==> src/rtl/mul_ucode_seq.sv <==
// Microcode multiply sequencer: Rd = Rs * zero_extend(imm) by iterative shift-and-add,
// returning the low DATA_W bits through a register-file write-back handshake.
module mul_ucode_seq #(
  parameter int unsigned DATA_W = 32,
  parameter int unsigned IMM_W  = 16,
  parameter int unsigned REG_AW = 4
) (
  input  logic              clk,
  input  logic              rst,
  input  logic              mul_trigger,
  input  logic [REG_AW-1:0] dest_reg,
  input  logic [REG_AW-1:0] src_reg,
  input  logic [IMM_W-1:0]  imm,
  input  logic [DATA_W-1:0] src_data,
  input  logic              flush,
  input  logic              wb_ready,
  output logic              stall,
  output logic              busy,
  output logic              wb_valid,
  output logic [REG_AW-1:0] wb_reg,
  output logic [DATA_W-1:0] wb_data,
  output logic              done
);

  localparam int unsigned CNT_W = $clog2(IMM_W) + 1;

  typedef enum logic [1:0] {
    IDLE,
    RUN,
    WB
  } state_t;

  state_t             state;
  logic [DATA_W-1:0]  acc;
  logic [DATA_W-1:0]  mcand;
  logic [IMM_W-1:0]   mplier;
  logic [CNT_W-1:0]   count;
  logic [REG_AW-1:0]  dbg_src_reg;
  logic               unused_dbg;

  logic [DATA_W-1:0]  acc_next;
  logic [IMM_W-1:0]   mplier_next;
  logic               run_last;

  always_comb begin
    acc_next    = acc;
    mplier_next = mplier >> 1;
    run_last    = 1'b0;
    if (mplier[0]) begin
      acc_next = acc + mcand;
    end
    // Early exit once no multiplier bits remain; count bounds the worst case.
    if ((mplier_next == '0) || (count == CNT_W'(IMM_W - 1))) begin
      run_last = 1'b1;
    end
  end

  always_ff @(posedge clk) begin
    if (rst) begin
      state       <= IDLE;
      acc         <= '0;
      mcand       <= '0;
      mplier      <= '0;
      count       <= '0;
      wb_valid    <= 1'b0;
      wb_reg      <= '0;
      wb_data     <= '0;
      dbg_src_reg <= '0;
    end else if (flush) begin
      state    <= IDLE;
      wb_valid <= 1'b0;
    end else begin
      case (state)
        IDLE: begin
          if (mul_trigger) begin
            mcand       <= src_data;
            mplier      <= imm;
            wb_reg      <= dest_reg;
            dbg_src_reg <= src_reg;
            acc         <= '0;
            count       <= '0;
            state       <= RUN;
          end
        end
        RUN: begin
          acc    <= acc_next;
          mcand  <= mcand << 1;
          mplier <= mplier_next;
          count  <= count + CNT_W'(1);
          if (run_last) begin
            wb_valid <= 1'b1;
            wb_data  <= acc_next;
            state    <= WB;
          end
        end
        WB: begin
          if (wb_ready) begin
            wb_valid <= 1'b0;
            state    <= IDLE;
          end
        end
        default: state <= IDLE;
      endcase
    end
  end

  assign stall = (state != IDLE);
  assign busy  = (state != IDLE);

  // done must coincide with the handshake cycle itself, so it is decoded rather
  // than registered; a coincident flush or reset suppresses the write.
  assign done = wb_valid & wb_ready & ~flush & ~rst;

  assign unused_dbg = ^dbg_src_reg;

endmodule

==> config.mk <==
export PLATFORM = sky130hd
export DESIGN_NAME = mul_ucode_seq
export DESIGN_NICKNAME = d
export VERILOG_FILES = /design/src/rtl/mul_ucode_seq.sv
export SDC_FILE = /design/constraint.sdc
export NUM_CORES = 1
export LEC_CHECK = 0
export BUFFER_PORTS_ARGS = -buffer_cell sky130_fd_sc_hd__buf_2
export CORE_ASPECT_RATIO = 1.5
export CORE_UTILIZATION = 57
export DETAILED_ROUTE_END_ITERATION = 10
export PLACE_DENSITY_LB_ADDON = 0.1
export SLEW_MARGIN = 20
export SYNTH_ARGS = -nofsm -noshare
export SYNTH_HDL_FRONTEND = slang
export SYNTH_SLANG_ARGS = --single-unit
==> constraint.sdc <==
create_clock -name clk -period 3.35 [get_ports clk]
set_input_delay 0.335 -clock clk [delete_from_list [all_inputs] [get_ports clk]]
set_output_delay 0.335 -clock clk [all_outputs]
set_load 0.02 [all_outputs]
==> results.md, run 1 <==
- Critical Path, Cell by Cell: ha_1 -> fa_1 -> a21o_1 -> a221oi_2 -> o21ai_2 -> a21oi_1 -> o21ai_0 -> o221ai_1 -> xnor2_1 -> mux2i_1 -> a211oi_1
- Synth warn: 0
- Wl on met1: ~6500 um
- Post-route DRC violation count: 0
- Final std cells w/o fill: roughly 990
- # diodes: 0
- Post_cts resized: 0
- Most numerous cell in the Yosys netlist: nor2_1
- Hold_sp: imm[15]
- Met2 Routed Length: 8720 um
- Rel. slew slack: 0.327
- Hold Crit Class: input port to flip-flop
- Synthesized area: 6700 um2
- Cell Pwr Density: 475 nW/um2
- Num ports: 101
- Max clock buf depth: 2
- Critical R2R Launch: acc[0]$_SDFFE_PP0P_
- Sw Ratio: 0.241
- R2R Path End: wb_data[30]$_SDFFE_PP0P_
- Buffers on Ports: 96
- Setup violators final: 0
- RSZ-0062 raised after global routing: no
- Total Power: 0.00374 W
- DP Worst Slack: about 0.33 ns
- Cts hold-fix bufs: 0
- Number of synthesized flops with an enable pin: 0
- Register area: 2480 um2
- Setup Buffers After CTS: 0
- Largest net degree at the start of global routing: slightly below 100
- WHS Path Cells: 3
- CTS tree: done
- Starting Density: 0.584
- Top_reg_cell synth: dfxtp_1
- Area of the multi-input gates: 4010 um2
- Int Pwr: 0.00284 W
- TritonCTS Buffers: 17
- Post-synth top area share: 0.371
- CP max-delay cell: fa_1
- Worst-Margin Slew: just over 1 ns
- Flop pwr share: 0.423
- Avg WL per Cell: 16.5 um
- Clk Latency, worst-skew pair: 0.41 ns
- CP peak stage delay: 0.41 ns
- Worst ir drop on vdd: approximately 0.00043 V
- Outcome: complete, no violations
- Met3 wire length: 644 um
- Setup ws final: 0.226 ns
- Placed cell count: 957
- Synth Register Bits: 124
- Clock Tree Root: clkbuf_16
- Crit path DAT: 3.45 ns
- Net Switching: 0.000903 W
- Die ar.: 12200 um2
- Vias in the first global route: 5772
- Routed Antenna Nets: 0
- Leakage: between 3 and 4 nW
- Worst Path Buf+Inv: 0
- Initial antenna violation count: 0
- Setup CP Type: flip-flop to flip-flop
- Sequential-to-total area share from yosys stat: 0.371
- Min cycle time layout: 3.12 ns
- H-tree depth: 4
- GRT overflow: 0
- CTS sink cnt: 124
- Routed vias: 5829
- Reg2reg path depth: 11
- Top routing layer in use: met4
- Mean Syn Cell Area: between 8 and 9 um2
- Hold Path Sink: mplier[15]$_SDFFE_PP0P_
- Distinct cells, synth: 64
- Mapped Cells: 745
- Part of the power in combinational logic: 0.108
- Clock transition at path regs: 0.05 ns
- Post-Syn Nets: 840
- First drt pass iteration count: 5
- Fmax: approximately 320 MHz
- DRT iter0 DRCs: between 200 and 250
- First-pass GRT wire length: 26700 um
- Tcrit/Tclk final: 0.932
- Post-DR vias/cell: 5.91
- DIE HEIGHT: 135 um
- Crit start category: flip-flop
- Core Region: 11500 um2
- Post-synth ARST share: 0
- Crit path max fanout: 4
- Critical path's top delay family: compound AO/OA/AOI/OAI gates
- Synth top area cells: dfxtp_1 37%, mux2i_1 12%, a211oi_1 8.4%
- Final net count: between 900 and 1000
- CP Capture Type: flip-flop
- Max-Cap Viols: 0
- Share of post-route cells with drive strength above 1: 0.190
- Flop-to-flop setup slack: 0.23 ns
- Row count: 48
- Routability cong.: roughly 0.90
- Final wirelength: 16300 um
- Top Registers: acc x32, mcand x32, wb_data x32
- Hpwl dp: 11300 um
- Count of pins over their slew limit: 0
- Die width: a little over 90 um
- Most frequent cells after synthesis: 127 x nor2_1, 124 x dfxtp_1, 77 x mux2i_1
- Fillers: roughly 960
- Clk_skew: approximately 0.0086 ns
- Clk pwr share: 0.469
- Total GRT Usage: 0.273
- Final hold violations: 0
- Syn-to-layout area delta: 17.5%
- Worst EP required: approximately 3.7 ns
- Area leader, netlist: dfxtp_1
- Setup TNS: 0 ns
cell usage in the layout, fill, tap and decap left out, types with 17 or more instances in the layout:
cell       count
a22oi_1       17
a21oi_1       31
buf_2         95
clkbuf_16     17
buf_4         17
a21o_1        17
mux2i_1       77
a211oi_1      75
dfxtp_1      123
ha_1          33
nor2_1       126
nand2_1       23
cells by family after synthesis:
group	Yosys count	share of synthesized area
buffers and inverters	57	0.0331
adders and majority gates	34	0.0646
muxes	81	0.122
DFF	124	0.371
and+or+nand+nor	213	0.147
AOI/OAI and AO/OA	205	0.223
xor gates and xnor gates	31	0.0405
metal layers:
| metal | GRT usage | up-vias |
|---|---|---|
| met5 | 0 | - |
| met4 | 0.127 | 0 |
| met3 | 0.0495 | 34 |
| met2 | 0.507 | 134 |
| met1 | 0.296 | 2753 |
| li1 | - | 2908 |
final cells by class:
type	count	area share
multi-input combinational	564	0.509
sequential	124	0.315
timing repair buffer	112	0.0766
clock buffer	22	0.0602
tap	150	0.0238
clock inverter	7	0.0116
inverter	7	0.00334
worst reg2reg max path, stage by stage (launching register included):
cell	delay [ns]
dfxtp_1	0.32
ha_1	0.23
fa_1	0.41
a21o_1	0.20
a221oi_2	0.37
o21ai_2	0.17
a21oi_1	0.32
o21ai_0	0.25
o221ai_1	0.25
xnor2_1	0.17
mux2i_1	0.13
a211oi_1	0.23
worst max path at each step:
stage                   startpoint  slack [ns]  depth (start not counted)                  endpoint
6_report       acc[0]$_SDFFE_PP0P_        0.23                         11  wb_data[30]$_SDFFE_PP0P_
5_1_grt        acc[0]$_SDFFE_PP0P_        0.08                         11  wb_data[28]$_SDFFE_PP0P_
4_1_cts        acc[0]$_SDFFE_PP0P_        0.26                         11  wb_data[30]$_SDFFE_PP0P_
3_5_place_dp   acc[6]$_SDFFE_PP0P_        0.33                         10  wb_data[29]$_SDFFE_PP0P_
3_3_place_gp   acc[0]$_SDFFE_PP0P_        0.34                         11  wb_data[26]$_SDFFE_PP0P_
2_1_floorplan  acc[6]$_SDFFE_PP0P_        0.62                         10  wb_data[29]$_SDFFE_PP0P_
through the flow:
step	instance area [um2]	util	hold slack [ns]
after floorplan	6700	-	0.414
after global placement	7310	0.637	0.464
after detailed placement	7310	0.637	0.463
after CTS	7870	0.686	0.159
after global routing	7870	0.686	0.182
final	7870	0.686	0.163
power by group through the flow:
stage / Combinational, W / Clock (W) / Sequential, W
after global placement: 0.000391 / 0 / 0.00161
after floorplan: 0.000292 / 0 / 0.00160
after detailed placement: 0.000403 / 0 / 0.00161
after CTS: 0.000406 / 0.00177 / 0.00158
after global routing: 0.000447 / 0.00184 / 0.00159
final: 0.000404 / 0.00175 / 0.00158
No activity file was read; power rests on OpenSTA's default activity.
==> run 2, diff against run 1 <==
Settings changed: CORE_UTILIZATION 57 to 50.
==> results.md, run 2 (same netlist as run 1, synthesis figures left out) <==
- Outcome: complete, no violations
- Flop-to-flop setup slack: ~0.19 ns
- Tcrit/Tclk final: 0.943
- Setup ws final: 0.192 ns
- H-tree depth: 4
- Row count: ~50
- Cell Pwr Density: 494 nW/um2
- Post-route DRC violation count: 0
- Clock transition at path regs: 0.06 ns
- Worst-Margin Slew: 0.950 ns
- Initial antenna violation count: 0
- Worst ir drop on vdd: 0.000306 V
- Fin util: 0.610
- Setup CP Type: flip-flop to flip-flop
- Clk_skew: 0.00942 ns
- Vias in the first global route: 5693
- Worst EP required: 3.68 ns
- CTS tree: done
- Die ar.: 13900 um2
- Setup Buffers After CTS: 0
- Final net count: 917
- Buffers on Ports: 96
- CTS sink cnt: ~120
- GRT overflow: 0
- R2R Path End: wb_data[26]$_SDFFE_PP0P_
- TritonCTS Buffers: 17
- Count of pins over their slew limit: 0
- Final std cells w/o fill: 994
- DP Worst Slack: 0.255 ns
- DRT iter0 DRCs: 169
- Hold_sp: dest_reg[0]
- Crit start category: flip-flop
- Crit path DAT: 3.49 ns
- Syn-to-layout area delta: 18.5%
- Leakage: about 3.6 nW
- Post_cts resized: 0
- Routed Antenna Nets: 0
- Crit path max fanout: 4
- Routed vias: ~5800
- Core Region: 13000 um2
- WHS Path Cells: 3
- Num ports: 101
- First drt pass iteration count: 5
- Setup TNS: 0 ns
- RSZ-0062 raised after global routing: no
- Clk Latency, worst-skew pair: 0.42 ns
- Clock Tree Root: clkbuf_16
- Dpl cell area: 7310 um2
- DIE HEIGHT: 144 um
- Fmax: between 300 and 400 MHz
- Share of post-route cells with drive strength above 1: 0.192
- Routability cong.: 0.893
- Post-DR vias/cell: 5.82
- # diodes: 0
- Critical Path, Cell by Cell: ha_1 -> fa_1 -> a21o_1 -> a221oi_2 -> o21ai_2 -> a21oi_1 -> o21ai_0 -> nand2b_1 -> xnor2_1 -> mux2i_1 -> a211oi_1
- CP peak stage delay: 0.42 ns
- Design area: ~8000 um2
- Most frequent cells in the layout: 126 x nor2_1, 123 x dfxtp_1, 95 x buf_2, 77 x mux2i_1, 75 x a211oi_1
- Min cycle time layout: approximately 3.2 ns
- Top Registers: acc x32, mcand x32, wb_data x32
- Setup violators final: 0
- CP max-delay cell: fa_1
- Cts hold-fix bufs: 0
- Fillers: 1195
- Max clock buf depth: 2
- Starting Density: 0.515
- Hpwl dp: 11200 um
- Placed cell count: 962
- Die width: just under 100 um
- Hold Crit Class: input port to flip-flop
- Critical R2R Launch: acc[0]$_SDFFE_PP0P_
- Total GRT Usage: 0.249
- First-pass GRT wire length: 26800 um
- Commonest non-fill, non-tap cell in the layout: nor2_1
- Max-Cap Viols: 0
- Largest net degree at the start of global routing: 97
- Hold Path Sink: wb_reg[0]$_SDFFE_PP0P_
- Reg2reg path depth: 11
- Avg WL per Cell: 16.3 um
- Final hold violations: 0
- CP Capture Type: flip-flop
- Rel. slew slack: 0.367
- Final wirelength: 16200 um
-- run 2: area by class of cell --
type / count / area [um2] / area share
Clock inverter: 12 / 163 / 0.0205
Inverter: 7 / 26.3 / 0.00331
Sequential cell: 124 / 2480 / 0.313
Multi-Input combinational cell: 564 / 4010 / 0.506
Timing Repair Buffer: 108 / 586 / 0.0738
Clock buffer: 20 / 467 / 0.0588
Tap cell: 159 / 199 / 0.0251
-- run 2: worst max path at each step --
stage | start | to | slack [ns] | depth (start not counted)
detailed placement | acc[0]$_SDFFE_PP0P_ | wb_data[26]$_SDFFE_PP0P_ | 0.25 | 11
global route | acc[0]$_SDFFE_PP0P_ | wb_data[26]$_SDFFE_PP0P_ | 0.0003 | 11
finish | acc[0]$_SDFFE_PP0P_ | wb_data[26]$_SDFFE_PP0P_ | 0.19 | 11
CTS | acc[0]$_SDFFE_PP0P_ | wb_data[26]$_SDFFE_PP0P_ | 0.22 | 11
floorplan | acc[6]$_SDFFE_PP0P_ | wb_data[29]$_SDFFE_PP0P_ | 0.62 | 10
global placement | acc[0]$_SDFFE_PP0P_ | wb_data[26]$_SDFFE_PP0P_ | 0.29 | 11
-- run 2: metal layers --
metal,global-route usage,routed length [um],vias up
met5,0,0,-
met4,0.113,316,0
met3,0.0460,539,25
met2,0.446,8530,113
met1,0.279,6780,2736
li1,-,-,2910
-- run 2: worst max-delay path: cells and delay by family (launching register included) --
family | cells | cell delay (ns)
AO/OA/AOI/OAI | 6 | 1.55
XOR/XNOR | 1 | 0.23
adder cells (fa/ha/maj) | 2 | 0.65
flip-flops | 1 | 0.32
multiplexers | 1 | 0.12
AND/OR/NAND/NOR | 1 | 0.20
-- run 2: through the flow --
step	hold slack, ns	total power (W)
finish	0.153	0.00392
global route	0.175	0.00408
CTS	0.145	0.00396
detailed placement	0.468	0.00201
global placement	0.464	0.00200
floorplan	0.414	0.00189
-- run 2: power by group --
part | total [W] | internal, W | switching [W]
logic | 0.000397 | 0.000170 | 0.000227
clock network | 0.00194 | 0.00123 | 0.000708
registers | 0.00158 | 0.00153 | 0.0000540
total | 0.00392 | 0.00293 | 0.000990
==> run 3, diff against run 2 <==
Settings changed: CELL_PAD_IN_SITES_DETAIL_PLACEMENT set to 0, CELL_PAD_IN_SITES_GLOBAL_PLACEMENT set to 1, CORE_UTILIZATION 50 to 44.
==> results.md, run 3 (same netlist as run 1, synthesis figures left out) <==
- Cell Pwr Density: 489 nW/um2
- Final hold violations: 0
- Die ar.: approximately 16000 um2
- Placed cell count: 1001
- Setup Buffers After CTS: 0
- Core Region: 14700 um2
- Routed vias: 5711
- Worst EP required: around 3.7 ns
- Rel. slew slack: 0.404
- Count of pins over their slew limit: 0
- Total GRT Usage: 0.226
- DIE HEIGHT: 153 um
- Routability cong.: 0.859
- Hold Crit Class: input port to flip-flop
- Setup violators final: 0
- Post-route DRC violation count: 0
- CTS sink cnt: 124
- Worst-Margin Slew: ~0.89 ns
- Max clock buf depth: 2
- Leakage: 3.61 nW
- Hold WS: 0.153 ns
- Hpwl dp: about 12000 um
- Die width: 103 um
- Clk Latency, worst-skew pair: around 0.42 ns
- Area of the multi-input gates: 4010 um2
- First-pass GRT wire length: 27800 um
- Setup TNS: 0 ns
- Crit start category: flip-flop
- Clock Tree Root: clkbuf_16
- GRT overflow: 0
- H-tree depth: 4
- Cts hold-fix bufs: 0
- Worst ir drop on vdd: between 0.0002 and 0.0003 V
- Crit path DAT: around 3.5 ns
- Vias in the first global route: just under 6000
- Top Registers: acc x32, mcand x32, wb_data x32
- Final wirelength: ~17000 um
- Fmax: 320 MHz
- Commonest non-fill, non-tap cell in the layout: nor2_1
- Most frequent cells in the layout: 126 x nor2_1, 123 x dfxtp_1, 95 x buf_2, 77 x mux2i_1, 75 x a211oi_1
- Post-DR vias/cell: 5.53
- DRT iter0 DRCs: 172
- Clock transition at path regs: around 0.060 ns
- Min cycle time layout: 3.12 ns
- CTS tree: done
- # diodes: 0
- Num ports: 101
- Largest net degree at the start of global routing: 66
- Register area: 2480 um2
- Outcome: complete, no violations
- Routed Antenna Nets: 0
- Crit path max fanout: 4
- Starting Density: 0.455
- Design area: 7970 um2
- Clk_skew: 0.0125 ns
- Total Power: a little under 0.004 W
- Fillers: 1427
- Tcrit/Tclk final: 0.933
- Max-Cap Viols: 0
- CP Capture Type: flip-flop
- Dpl cell area: 7360 um2
- Final std cells w/o fill: 1033
- Initial antenna violation count: 0
- Syn-to-layout area delta: 19.0%
- TritonCTS Buffers: 17
- Setup CP Type: flip-flop to flip-flop
- Row count: 54
- RSZ-0062 raised after global routing: no
- Final net count: about 920
- Buffers on Ports: 96
- First drt pass iteration count: 4
- Post_cts resized: 0
- Share of post-route cells with drive strength above 1: 0.194
- Avg WL per Cell: 16.1 um
run 3: cell count changes in the layout (fill, tap and decap cells not counted):
cell / change
buf_12: -1
clkinvlp_4: -3
inv_6: +3
clkbuf_8: -3
clkinv_2: +2
buf_4: +3
inv_8: +1
run 3: final timing paths:
kind / startpoint / endpoint / slack, ns / cells after the start
max: acc[0]$_SDFFE_PP0P_ / wb_data[30]$_SDFFE_PP0P_ / 0.23 / 11
min: dest_reg[2] / wb_reg[2]$_SDFFE_PP0P_ / 0.15 / 3
max reg2reg: acc[0]$_SDFFE_PP0P_ / wb_data[30]$_SDFFE_PP0P_ / 0.23 / 11
min reg2reg: count[4]$_SDFFE_PP0P_ / count[4]$_SDFFE_PP0P_ / 0.48 / 2
run 3: per-stage QoR:
stage / utilization / worst slack [ns]
after CTS: 0.541 / 0.185
final: 0.541 / 0.225
after floorplan: - / 0.616
after global placement: 0.499 / 0.275
after global routing: 0.541 / 0.00441
after detailed placement: 0.499 / 0.198
run 3: critical path: stages, from the launching register on:
cell and delay (ns):
dfxtp_1 0.33, ha_1 0.24, fa_1 0.40, a21o_1 0.20, a221oi_2 0.38, o21ai_2 0.17
a21oi_1 0.31, o21ai_0 0.25, o221ai_1 0.25, xnor2_1 0.18, mux2i_1 0.10, a211oi_1 0.23
run 3: routing by layer:
metal	global-route usage	part of all wire	up-vias
li1	-	-	2926
met1	0.252	0.42	2663
met2	0.410	0.53	103
met3	0.0462	0.032	19
met4	0.0865	0.014	0
met5	0	0	-
run 3: power breakdown:
group,internal (W),total [W],switching (W)
logic,0.000169,0.000400,0.000231
clock network,0.00118,0.00192,0.000733
registers,0.00153,0.00158,0.0000536
run 3: layout make-up:
cell class,count,share of cell area
Sequential cell,124,0.312
Clock inverter,15,0.0236
Multi-Input combinational cell,564,0.504
Clock buffer,17,0.0534
Tap cell,196,0.0308
Timing Repair Buffer,110,0.0738
Inverter,7,0.00330
